File: config.mk
export PLATFORM = sky130hd
export DESIGN_NAME = muldiv_issue_ctrl_flat
export DESIGN_NICKNAME = d
export VERILOG_FILES = /design/src/rtl/muldiv_pkg.sv /design/src/rtl/muldiv_if.sv /design/src/rtl/muldiv_special_case.sv /design/src/rtl/muldiv_issue_ctrl.sv /design/src/flat_wrapper.sv
export SDC_FILE = /design/constraint.sdc
export NUM_CORES = 1
export LEC_CHECK = 0
export CORE_AREA = 2 2 117 119
export CTS_CLUSTER_DIAMETER = 200
export DETAILED_ROUTE_END_ITERATION = 12
export DIE_AREA = 0 0 119 121
export PLACE_DENSITY = 0.85
export SYNTH_ARGS = -nofsm -noshare
export SYNTH_HDL_FRONTEND = slang
export SYNTH_SLANG_ARGS = --single-unit
File: constraint.sdc
create_clock -name clk -period 3.5 [get_ports clk]
set_input_delay 1.05 -clock clk [delete_from_list [all_inputs] [get_ports clk]]
set_output_delay 1.05 -clock clk [all_outputs]
set_load 0.05 [all_outputs]
File: src/rtl/muldiv_pkg.sv
// Shared types and constants for the mul/div issue controller.
package muldiv_pkg;

  // M-extension operation encoding as presented by EX.
  typedef enum logic [2:0] {
    OP_MUL    = 3'd0,
    OP_MULH   = 3'd1,
    OP_MULHSU = 3'd2,
    OP_MULHU  = 3'd3,
    OP_DIV    = 3'd4,
    OP_DIVU   = 3'd5,
    OP_REM    = 3'd6,
    OP_REMU   = 3'd7
  } muldiv_op_t;

  // Issue controller states.
  typedef enum logic [2:0] {
    ST_IDLE  = 3'd0,
    ST_ISSUE = 3'd1,
    ST_WAIT  = 3'd2,
    ST_DONE  = 3'd3,
    ST_DRAIN = 3'd4
  } mdctl_state_t;

  // Quotient of a divide by zero, and the most negative 32-bit integer.
  localparam logic [31:0] DIV_ZERO_Q = 32'hFFFF_FFFF;
  localparam logic [31:0] INT_MIN    = 32'h8000_0000;

  // Divide/remainder ops occupy the upper half of the encoding.
  function automatic logic is_div_op(input muldiv_op_t op);
    return op[2];
  endfunction

endpackage

File: src/rtl/muldiv_if.sv
// Request/response bus between the issue controller and the mul/div unit.
interface muldiv_if;
  import muldiv_pkg::*;

  logic        md_start;
  muldiv_op_t  md_op;
  logic [31:0] md_a;
  logic [31:0] md_b;
  logic        md_resp;
  logic [31:0] md_result;

  // Requester side: drives the request, receives the result.
  modport master (
    output md_start, md_op, md_a, md_b,
    input  md_resp, md_result
  );

  // Unit side: receives the request, drives the result.
  modport slave (
    input  md_start, md_op, md_a, md_b,
    output md_resp, md_result
  );
endinterface

File: src/rtl/muldiv_special_case.sv
// Detects RISC-V divide corner cases whose result is fixed by the ISA,
// so the controller can answer them without occupying the unit.
module muldiv_special_case
  import muldiv_pkg::*;
(
  input  muldiv_op_t  i_op,
  input  logic [31:0] i_a,
  input  logic [31:0] i_b,
  output logic        o_hit,
  output logic [31:0] o_value
);

  // Divide-by-zero takes precedence over signed overflow.
  always_comb begin
    // NOTE: defaults first so no path leaves an output unassigned (no latch).
    o_hit   = 1'b0;
    o_value = '0;
    if (is_div_op(i_op)) begin
      if (i_b == '0) begin
        o_hit   = 1'b1;
        o_value = (i_op == OP_DIV || i_op == OP_DIVU) ? DIV_ZERO_Q : i_a;
      end else if (i_a == INT_MIN && i_b == 32'hFFFF_FFFF) begin
        if (i_op == OP_DIV) begin
          o_hit   = 1'b1;
          o_value = INT_MIN;
        end else if (i_op == OP_REM) begin
          o_hit   = 1'b1;
          o_value = '0;
        end
      end
    end
  end

endmodule

File: src/rtl/muldiv_issue_ctrl.sv
// Execute-stage requester for the multi-cycle mul/div unit: registers the
// operands, pulses start, stalls EX while the unit works, presents the
// result until EX/MEM takes it, and drains responses of squashed ops.
module muldiv_issue_ctrl
  import muldiv_pkg::*;
#(
  parameter int MAX_LAT = 64
) (
  input  logic        clk,
  input  logic        rst,
  input  logic        ex_valid,
  input  muldiv_op_t  ex_op,
  input  logic [31:0] ex_rs1,
  input  logic [31:0] ex_rs2,
  input  logic [4:0]  ex_rd,
  input  logic        flush,
  input  logic        wb_ready,
  output logic        stall_o,
  output logic        res_valid,
  output logic [31:0] res_data,
  output logic [4:0]  res_rd,
  output logic        err_timeout,
  muldiv_if.master    md
);

  localparam int                CNT_W    = $clog2(MAX_LAT + 1);
  localparam logic [CNT_W-1:0]  CNT_MAX  = CNT_W'(MAX_LAT);
  localparam logic [CNT_W-1:0]  CNT_LAST = CNT_W'(MAX_LAT - 1);

  mdctl_state_t     r_state;
  logic [CNT_W-1:0] r_cnt;
  logic             r_md_start;
  muldiv_op_t       r_md_op;
  logic [31:0]      r_md_a;
  logic [31:0]      r_md_b;
  logic             r_res_valid;
  logic [31:0]      r_res_data;
  logic [4:0]       r_res_rd;
  logic             r_err_timeout;

  logic             w_accept;
  logic             w_sc_hit;
  logic [31:0]      w_sc_value;

  muldiv_special_case u_special (
    .i_op    (ex_op),
    .i_a     (ex_rs1),
    .i_b     (ex_rs2),
    .o_hit   (w_sc_hit),
    .o_value (w_sc_value)
  );

  assign w_accept = ex_valid & ~flush;

  // Controller FSM with registered request and result outputs.
  always_ff @(posedge clk or negedge rst) begin
    if (!rst) begin
      r_state       <= ST_IDLE;
      r_cnt         <= '0;
      r_md_start    <= 1'b0;
      r_md_op       <= OP_MUL;
      r_md_a        <= '0;
      r_md_b        <= '0;
      r_res_valid   <= 1'b0;
      r_res_data    <= '0;
      r_res_rd      <= '0;
      r_err_timeout <= 1'b0;
    end else begin
      // NOTE: non-blocking assignments for all state so every branch sees pre-edge values.
      r_md_start <= 1'b0;  // start is a single-cycle pulse
      unique case (r_state)
        ST_IDLE: begin
          if (w_accept) begin
            r_res_rd <= ex_rd;
            if (w_sc_hit) begin
              r_res_data  <= w_sc_value;
              r_res_valid <= 1'b1;
              r_state     <= ST_DONE;
            end else begin
              r_md_op    <= ex_op;
              r_md_a     <= ex_rs1;
              r_md_b     <= ex_rs2;
              r_md_start <= 1'b1;
              r_state    <= ST_ISSUE;
            end
          end
        end
        ST_ISSUE: begin
          r_cnt <= '0;
          if (md.md_resp) begin
            r_res_data  <= md.md_result;
            r_res_valid <= 1'b1;
            r_state     <= ST_DONE;
          end else if (flush) begin
            r_state <= ST_DRAIN;
          end else begin
            r_state <= ST_WAIT;
          end
        end
        ST_WAIT: begin
          if (md.md_resp) begin
            r_res_data  <= md.md_result;
            r_res_valid <= 1'b1;
            r_state     <= ST_DONE;
          end else if (flush) begin
            r_state <= ST_DRAIN;
          end else if (r_cnt == CNT_LAST) begin
            // Unit never answered: hand off a zero result and flag it.
            r_cnt         <= CNT_MAX;
            r_err_timeout <= 1'b1;
            r_res_data    <= '0;
            r_res_valid   <= 1'b1;
            r_state       <= ST_DONE;
          end else begin
            r_cnt <= r_cnt + CNT_W'(1);
          end
        end
        ST_DONE: begin
          if (wb_ready || flush) begin
            r_res_valid <= 1'b0;
            r_state     <= ST_IDLE;
          end
        end
        ST_DRAIN: begin
          if (md.md_resp) r_state <= ST_IDLE;
        end
        default: r_state <= ST_IDLE;
      endcase
    end
  end

  // Hold the front end while an accepted M-op has not been handed off.
  assign stall_o = ex_valid & ~flush & ~((r_state == ST_DONE) & wb_ready);

  assign res_valid    = r_res_valid;
  assign res_data     = r_res_data;
  assign res_rd       = r_res_rd;
  assign err_timeout  = r_err_timeout;
  assign md.md_start  = r_md_start;
  assign md.md_op     = r_md_op;
  assign md.md_a      = r_md_a;
  assign md.md_b      = r_md_b;

endmodule

File: src/flat_wrapper.sv
// flat-port wrapper written by rule: the top's interface ports become plain ports
module muldiv_issue_ctrl_flat import muldiv_pkg::*;
#(
  parameter int MAX_LAT = 64
)
  (clk, rst, ex_valid, ex_op, ex_rs1, ex_rs2, ex_rd, flush, wb_ready, stall_o, res_valid, res_data, res_rd, err_timeout, md_md_start, md_md_op, md_md_a, md_md_b, md_md_resp, md_md_result);
  muldiv_if md_i ();
  input  logic clk;
  input  logic rst;
  input  logic ex_valid;
  input  muldiv_op_t ex_op;
  input  logic [31:0] ex_rs1;
  input  logic [31:0] ex_rs2;
  input  logic [4:0] ex_rd;
  input  logic flush;
  input  logic wb_ready;
  output logic stall_o;
  output logic res_valid;
  output logic [31:0] res_data;
  output logic [4:0] res_rd;
  output logic err_timeout;
  output wire logic [$bits(md_i.md_start)-1:0] md_md_start;
  output wire logic [$bits(md_i.md_op)-1:0] md_md_op;
  output wire logic [$bits(md_i.md_a)-1:0] md_md_a;
  output wire logic [$bits(md_i.md_b)-1:0] md_md_b;
  input wire logic [$bits(md_i.md_resp)-1:0] md_md_resp;
  input wire logic [$bits(md_i.md_result)-1:0] md_md_result;
  assign md_md_start = md_i.md_start;
  assign md_md_op = md_i.md_op;
  assign md_md_a = md_i.md_a;
  assign md_md_b = md_i.md_b;
  assign md_i.md_resp = md_md_resp;
  assign md_i.md_result = md_md_result;
  muldiv_issue_ctrl #(.MAX_LAT(MAX_LAT)) u_core (.clk(clk), .rst(rst), .ex_valid(ex_valid), .ex_op(ex_op), .ex_rs1(ex_rs1), .ex_rs2(ex_rs2), .ex_rd(ex_rd), .flush(flush), .wb_ready(wb_ready), .stall_o(stall_o), .res_valid(res_valid), .res_data(res_data), .res_rd(res_rd), .err_timeout(err_timeout), .md(md_i));
endmodule
==> out/results.tsv, run 1 <==
metric	value	unit
Switch Pwr	3.96	mW
Max rail drop VDD	0.636	mV
Leak	4.01	nW
post-synthesis sequential area ratio	50.8	%
yosys warns	0	
largest net degree at the start of global routing	60	
die width	119	µm
final setup violating endpoints	0	
Nets	872	
Pwr Density	997	mW/mm²
clk sink count	117	
Final Hold Fails	0	
vias in the first global route	5348	
Core Box Area	0.0131	mm²
crit path max fanout	32	
P_int	5.24	mW
worst slew pin tran	1.29	ns
Async S/R FF share, synth	100	%
post-CTS sizing	0	
commonest non-fill, non-tap cell in the layout	clkdlybuf4s50_1	
Tmin final	3.29	ns
clock root buffer	clkbuf_16	
Combinational Power Share	53.0	%
count of cell types in the netlist	47	
FMAX	304	MHz
CP Class	in2reg	
TritonCTS buffer count	17	
P&R area growth vs syn	60.2	%
clock tree buffer depth	2	
Post-Syn Area	0.00576	mm²
Final Skew	0.00731	ns
Max-slew headroom	13.8	%
post-DR wirelength/cell	19.7	µm
Initial Utilization	44.0	%
status	finished, final reports clean	
die height	121	µm
Routed WL	18800	µm
port bufs	217	
post-CTS setup buffers	0	
io pins	218	
# rows	42	
Clk pwr share	21.7	%
first-pass GRT wire length	29600	µm
post-route setup TNS	0	ns
DR vias	5208	
Tot GR Track Use	26.6	%
Final Worst Setup Slack	0.205	ns
sw frac	43.0	%
# hold bufs at CTS	0	
Setup WS pre-CTS	-0.208	ns
# fillers	869	
syn_area_per_cell	11.9	µm²
MaxCap Viol Count	0	
H-tree Lvls	4	
Setup crit start kind	input pin	
full die area	0.0144	mm²
EDFF count, synth	0	
RSZ-0062 raised after global routing	no	
crit end category	flip-flop	
# diodes	0	
first-pass detailed-route iteration total	5	
Syn Nets	597	
Worst-path clk slew	0.05	ns
number of routed nets with antenna violations	0	
HP Class	reg2reg	
CP arrival	3.59	ns
Initial DRC Count	367	
Flop pwr share	25.3	%
post-DR vias/cell	5.48	
antenna violations before repair	0	
commonest non-fill, non-tap cells in the layout	215 x clkdlybuf4s50_1, 117 x dfrtp_1, 61 x buf_4, 58 x nand2_1, 49 x mux2_2	
global placer's final weighted congestion	0.889	
top_reg_cell synth	dfrtp_1	
Syn Inst Count	486	
# DRC	0	
CP required	3.80	ns
detailed placer's ending HPWL	13900	µm
CTS tree	done	
gr ovfl total	0	
Slew Viols, Final	0	
count of state elements after synthesis	117	
final period utilization	94.1	%
layout cells sized above 1	26.2	%
Skew-Pair Late Insertion Delay	0.41	ns
==> sequential cells by signal, indices dropped and copies added (netlist names) <==
register            flops
u_core.md.md_a         32
u_core.md.md_b         32
u_core.res_data        32
u_core.r_cnt            7
u_core.res_rd           5
u_core.md.md_op         3
u_core.r_state          3
u_core.err_timeout      1
u_core.md.md_start      1
u_core.res_valid        1
==> through the flow <==
step	std cells	power, mW	utilization (%)	hold WS [ns]	instance area, µm²
after global routing	950	9.53	70.5	0.484	9230
after detailed placement	918	7.19	65.3	0.450	8540
after floorplan	486	5.50	-	0.451	5760
after global placement	918	7.07	65.3	0.450	8540
after CTS	950	9.23	70.5	0.467	9230
final	950	9.20	70.5	0.468	9230
==> cell usage after synthesis (2+ instances only) <==
cell	number	share of area [%]
dfrtp_1	117	51
nand2_1	58	3.8
mux2_2	49	9.6
mux2_4	48	13
o21ai_0	40	3.5
nor2b_1	34	3.7
nor4_1	21	2.3
nand4_1	14	1.5
clkbuf_1	12	0.78
nor2_1	11	0.72
a21oi_1	8	0.70
nor3_1	7	0.61
buf_2	6	0.52
buf_6	6	1.2
nand2b_1	5	0.54
nand4b_1	5	0.76
and4b_1	3	0.52
inv_1	3	0.20
nand3_1	3	0.26
a21o_1	2	0.26
a31oi_1	2	0.22
a32oi_1	2	0.30
nor2_2	2	0.22
nor3_2	2	0.35
nor4b_1	2	0.30
nor4bb_1	2	0.35
o31ai_1	2	0.26
==> worst max-delay path: stages <==
cell and delay, ns:
clkdlybuf4s50_1 0.57, nor4_1 0.09, nand4_1 0.16, nor3_1 0.10, o2bb2ai_1 0.18, nor2_4 1.00
mux2_2 0.42
==> layout make-up <==
type                       instances  area (µm²)  area share [%]
tap                              176         220            2.39
clock inverter                     8         165            1.79
sequential                       117        2930            31.7
inverter                           3        11.3           0.122
multi-input combinational        342        2690            29.2
clock buffer                      24         522            5.65
timing repair buffer             280        2690            29.1
==> power by group through the flow <==
stage               Combinational (mW)  Sequential (mW)  Clock, mW
global placement                  4.77             2.30          0
finish                            4.88             2.32       2.00
global route                      5.07             2.38       2.08
CTS                               4.90             2.32       2.02
floorplan                         1.39             4.10          0
detailed placement                4.87             2.32          0
==> path summary, 6_finish.rpt <==
check                                         from                  end  slack, ns  cells after the start
worst max-delay path                    ex_rs2[12]  u_core.res_data[29]       0.21                      7
worst min-delay path            u_core.err_timeout   u_core.err_timeout       0.47                      1
worst max register to register     u_core.r_cnt[0]  u_core.res_data[29]       0.68                      7
worst min register to register  u_core.err_timeout   u_core.err_timeout       0.47                      1
max in group asynchronous                      rst   u_core.md.md_a[18]       2.04                      2
min in group asynchronous                      rst   u_core.md.md_a[29]       0.72                      1
==> per-layer routing <==
layer	part of all wire (%)	vias to the layer above	global-route usage (%)
li1	-	2314	-
met1	41	2612	33.4
met2	51	252	45.8
met3	5.8	30	5.59
met4	1.9	0	8.85
met5	0	-	0
==> cell families (layout without fill, tap and decap cells) <==
group,Yosys count,in the layout,share of synthesized area [%]
flops,117,117,50.8
buf+inv,27,315,2.67
xor+xnor,1,1,0.152
mux,98,98,22.3
compound gates,66,66,6.82
fa+ha+maj,1,1,0.217
simple gates,176,176,17.0
(Power assumes the default switching activity.)
==> run 2, diff against run 1 <==
Settings changed: CAP_MARGIN from default to 20, GPL_TIMING_DRIVEN from default to 0.
==> run 2 against run 1 <==
  * Core utilization fell by 3.0 points
  * Design area fell by 4.3%
  * Total power fell by 1.1%
  * Wire length fell by 4.3%
  * Sequential power fell by 3%
  * Combinational power barely moved
  * Maximum frequency fell by 4.2%
  * Global-route usage fell by 1.1 points
  * Worst setup slack got worse by 0.14 ns
  * Die area did not move
  * Flip-flop and latch count did not move
  * Worst hold slack improved by 0.014 ns
  * Critical endpoint is now u_core.md.md_a[2]
  * Largest cell class unchanged
  * Largest power group unchanged
  * Highest routed layer unchanged
==> out/results.tsv, run 2 (synthesis gave the netlist of run 1 again) <==
metric	value	unit	change
fin util	67.5	%	-3.0 points
die height	121	µm	unchanged
most frequent cell on the critical path	buf_6		
Total Power	9.10	mW	-1.1%
final setup violating endpoints	0		unchanged
Skew-Pair Late Insertion Delay	0.42	ns	about the same
FMAX	291	MHz	-4.2%
Initial Utilization	44.0	%	unchanged
DR vias	4894		-6.0%
Worst-path clk slew	0.05	ns	about the same
gr ovfl total	0		unchanged
port bufs	216		-0.46%
Max rail drop VDD	0.722	mV	+13%
crit-path cells	clkdlybuf4s50_1, nor4_1, nand3_1, nor4b_1, a41o_1, nor2_2, buf_6, buf_6, mux2_4		
layout cells sized above 1	20.7	%	-5.5 points
# diodes	0		unchanged
# DRC	0		unchanged
CP required	3.80	ns	about the same
register area	0.00293	mm²	unchanged
CP Class	in2reg		
io pins	218		unchanged
full die area	0.0144	mm²	unchanged
Pwr Density	1030	mW/mm²	+3.3%
clock tree buffer depth	2		unchanged
antenna violations before repair	0		unchanged
die width	119	µm	unchanged
Leak	3.75	nW	-6.5%
P_int	5.15	mW	-1.9%
final period utilization	98.3	%	+4.1 points
commonest non-fill, non-tap cells in the layout	214 x clkdlybuf4s50_1, 117 x dfrtp_1, 58 x nand2_1, 49 x mux2_2, 48 x mux2_4		
number of routed nets with antenna violations	0		unchanged
Combinational Power Share	53.9	%	+0.9 points
detailed placer's ending HPWL	13600	µm	-2.3%
# fillers	942		+8.4%
clk sink count	117		unchanged
vias in the first global route	5154		-3.6%
Worst path slowest cell	nor4_1		
multi-input combinational cell area	0.00268	mm²	-0.51%
CTS tree	done		
Initial DRC Count	235		-36%
# rows	42		unchanged
Clk pwr share	21.3	%	-0.4 points
Max-slew headroom	49.1	%	+35 points
clock root buffer	clkbuf_16		
first-pass detailed-route iteration total	5		unchanged
TritonCTS buffer count	17		unchanged
commonest non-fill, non-tap cell in the layout	clkdlybuf4s50_1		
Core Box Area	0.0131	mm²	unchanged
Final Skew	0.00696	ns	-0.000355 ns
sw frac	43.4	%	+0.45 points
crit path max fanout	10		-69%
RSZ-0062 raised after global routing	no		
post-CTS setup buffers	0		unchanged
first-pass GRT wire length	28100	µm	-4.9%
post-DR vias/cell	5.37		-2.0%
post-DR wirelength/cell	19.7	µm	-0.15%
worst slew pin tran	0.756	ns	-0.534 ns
P&R area growth vs syn	53.3	%	
CP arrival	3.74	ns	+0.15 ns
largest net degree at the start of global routing	65		+8.3%
Nets	833		-4.5%
global placer's final weighted congestion	0.868		-2.3%
Slew Viols, Final	0		unchanged
crit end category	flip-flop		
Setup crit start kind	input pin		
Tmin final	3.44	ns	+0.144 ns
H-tree Lvls	4		unchanged
Tot GR Track Use	25.5	%	-1.1 points
status	finished, final reports clean		
Switch Pwr	3.95	mW	about the same
Flop pwr share	24.9	%	-0.4 points
MaxCap Viol Count	0		unchanged
HP Class	reg2reg		
Worst path max stage delay	0.69	ns	-0.31 ns
Routed WL	18000	µm	-4.3%
Final Hold Fails	0		unchanged
## run 2: cell count changes in the layout (fill, tap and decap cells not counted), moves of 4 or more
cell      delta
buf_12       -4
buf_2        +6
buf_4       -61
buf_6        +7
clkbuf_1    +12
clkbuf_8     -4
## run 2: worst max-delay path, delay by kind of cell
family                 cells  cell delay (ns)
AND/OR/NAND/NOR            4             1.33
buffers and inverters      3             0.77
multiplexers               1             0.31
AO/OA/AOI/OAI              1             0.28
## run 2: worst paths after layout
path                                   startpoint                  end  slack (ns)  cells past startpoint
worst min register to register   u_core.res_rd[4]     u_core.res_rd[4]        0.48                      2
worst min-delay path             u_core.res_rd[4]     u_core.res_rd[4]        0.48                      2
worst max-delay path                    ex_rs1[4]    u_core.md.md_a[2]        0.06                      9
max in group asynchronous                     rst   u_core.md.md_a[17]        2.23                      2
worst max register to register  u_core.r_state[0]  u_core.res_data[27]        1.13                      7
min in group asynchronous                     rst   u_core.md.md_a[29]        0.58                      1
## run 2: area by class of cell
class                   instances  share of cell area (%)
plain buffers                  24                    1.61
clock buffers                  20                    5.28
clock inverters                12                    2.27
inverters                       3                   0.127
multi-input cells             342                    30.3
flip-flops and latches        117                    33.1
well taps                     176                    2.49
repair buffers                217                    24.7
## run 2: power groups by stage
stage	clock [mW]	sequential (mW)	combinational [mW]
detailed placement	0	2.27	4.90
CTS	1.96	2.26	4.92
finish	1.94	2.26	4.90
floorplan	0	4.10	1.39
global route	2.03	2.32	5.10
global placement	0	2.24	4.80
## run 2: layer usage
layer,routed length [µm],track usage [%],up-vias
li1,-,-,2253
met1,7230,30.5,2406
met2,9140,44.0,201
met3,1150,7.28,34
met4,425,8.85,0
met5,0,0,-
## run 2: what timing repair did
item / 4_1_cts / 5_1_grt
setup endpoints to repair: 1 / 1
resized for setup: 1 / 2
hold buffers: 0 / 0
## run 2: through the flow
stage / instance area, µm² / setup WS (ns) / setup TNS [ns] / cells / hold slack, ns
after floorplan: 5760 / 0.502 / 0 / 486 / 0.451
after global placement: 8140 / -2.98 / -363.01 / 878 / 0.455
after detailed placement: 8170 / -0.342 / -18.74 / 879 / 0.466
after CTS: 8840 / 0.00452 / 0 / 911 / 0.483
after global routing: 8830 / 0.00613 / 0 / 911 / 0.499
final: 8830 / 0.0609 / 0 / 911 / 0.482
==> run 3, diff against run 2 <==
Settings changed: TNS_END_PERCENT from default to 20.
==> results of run 3 <==
The final DEF is identical to that of run 2; final timing and power are the same.
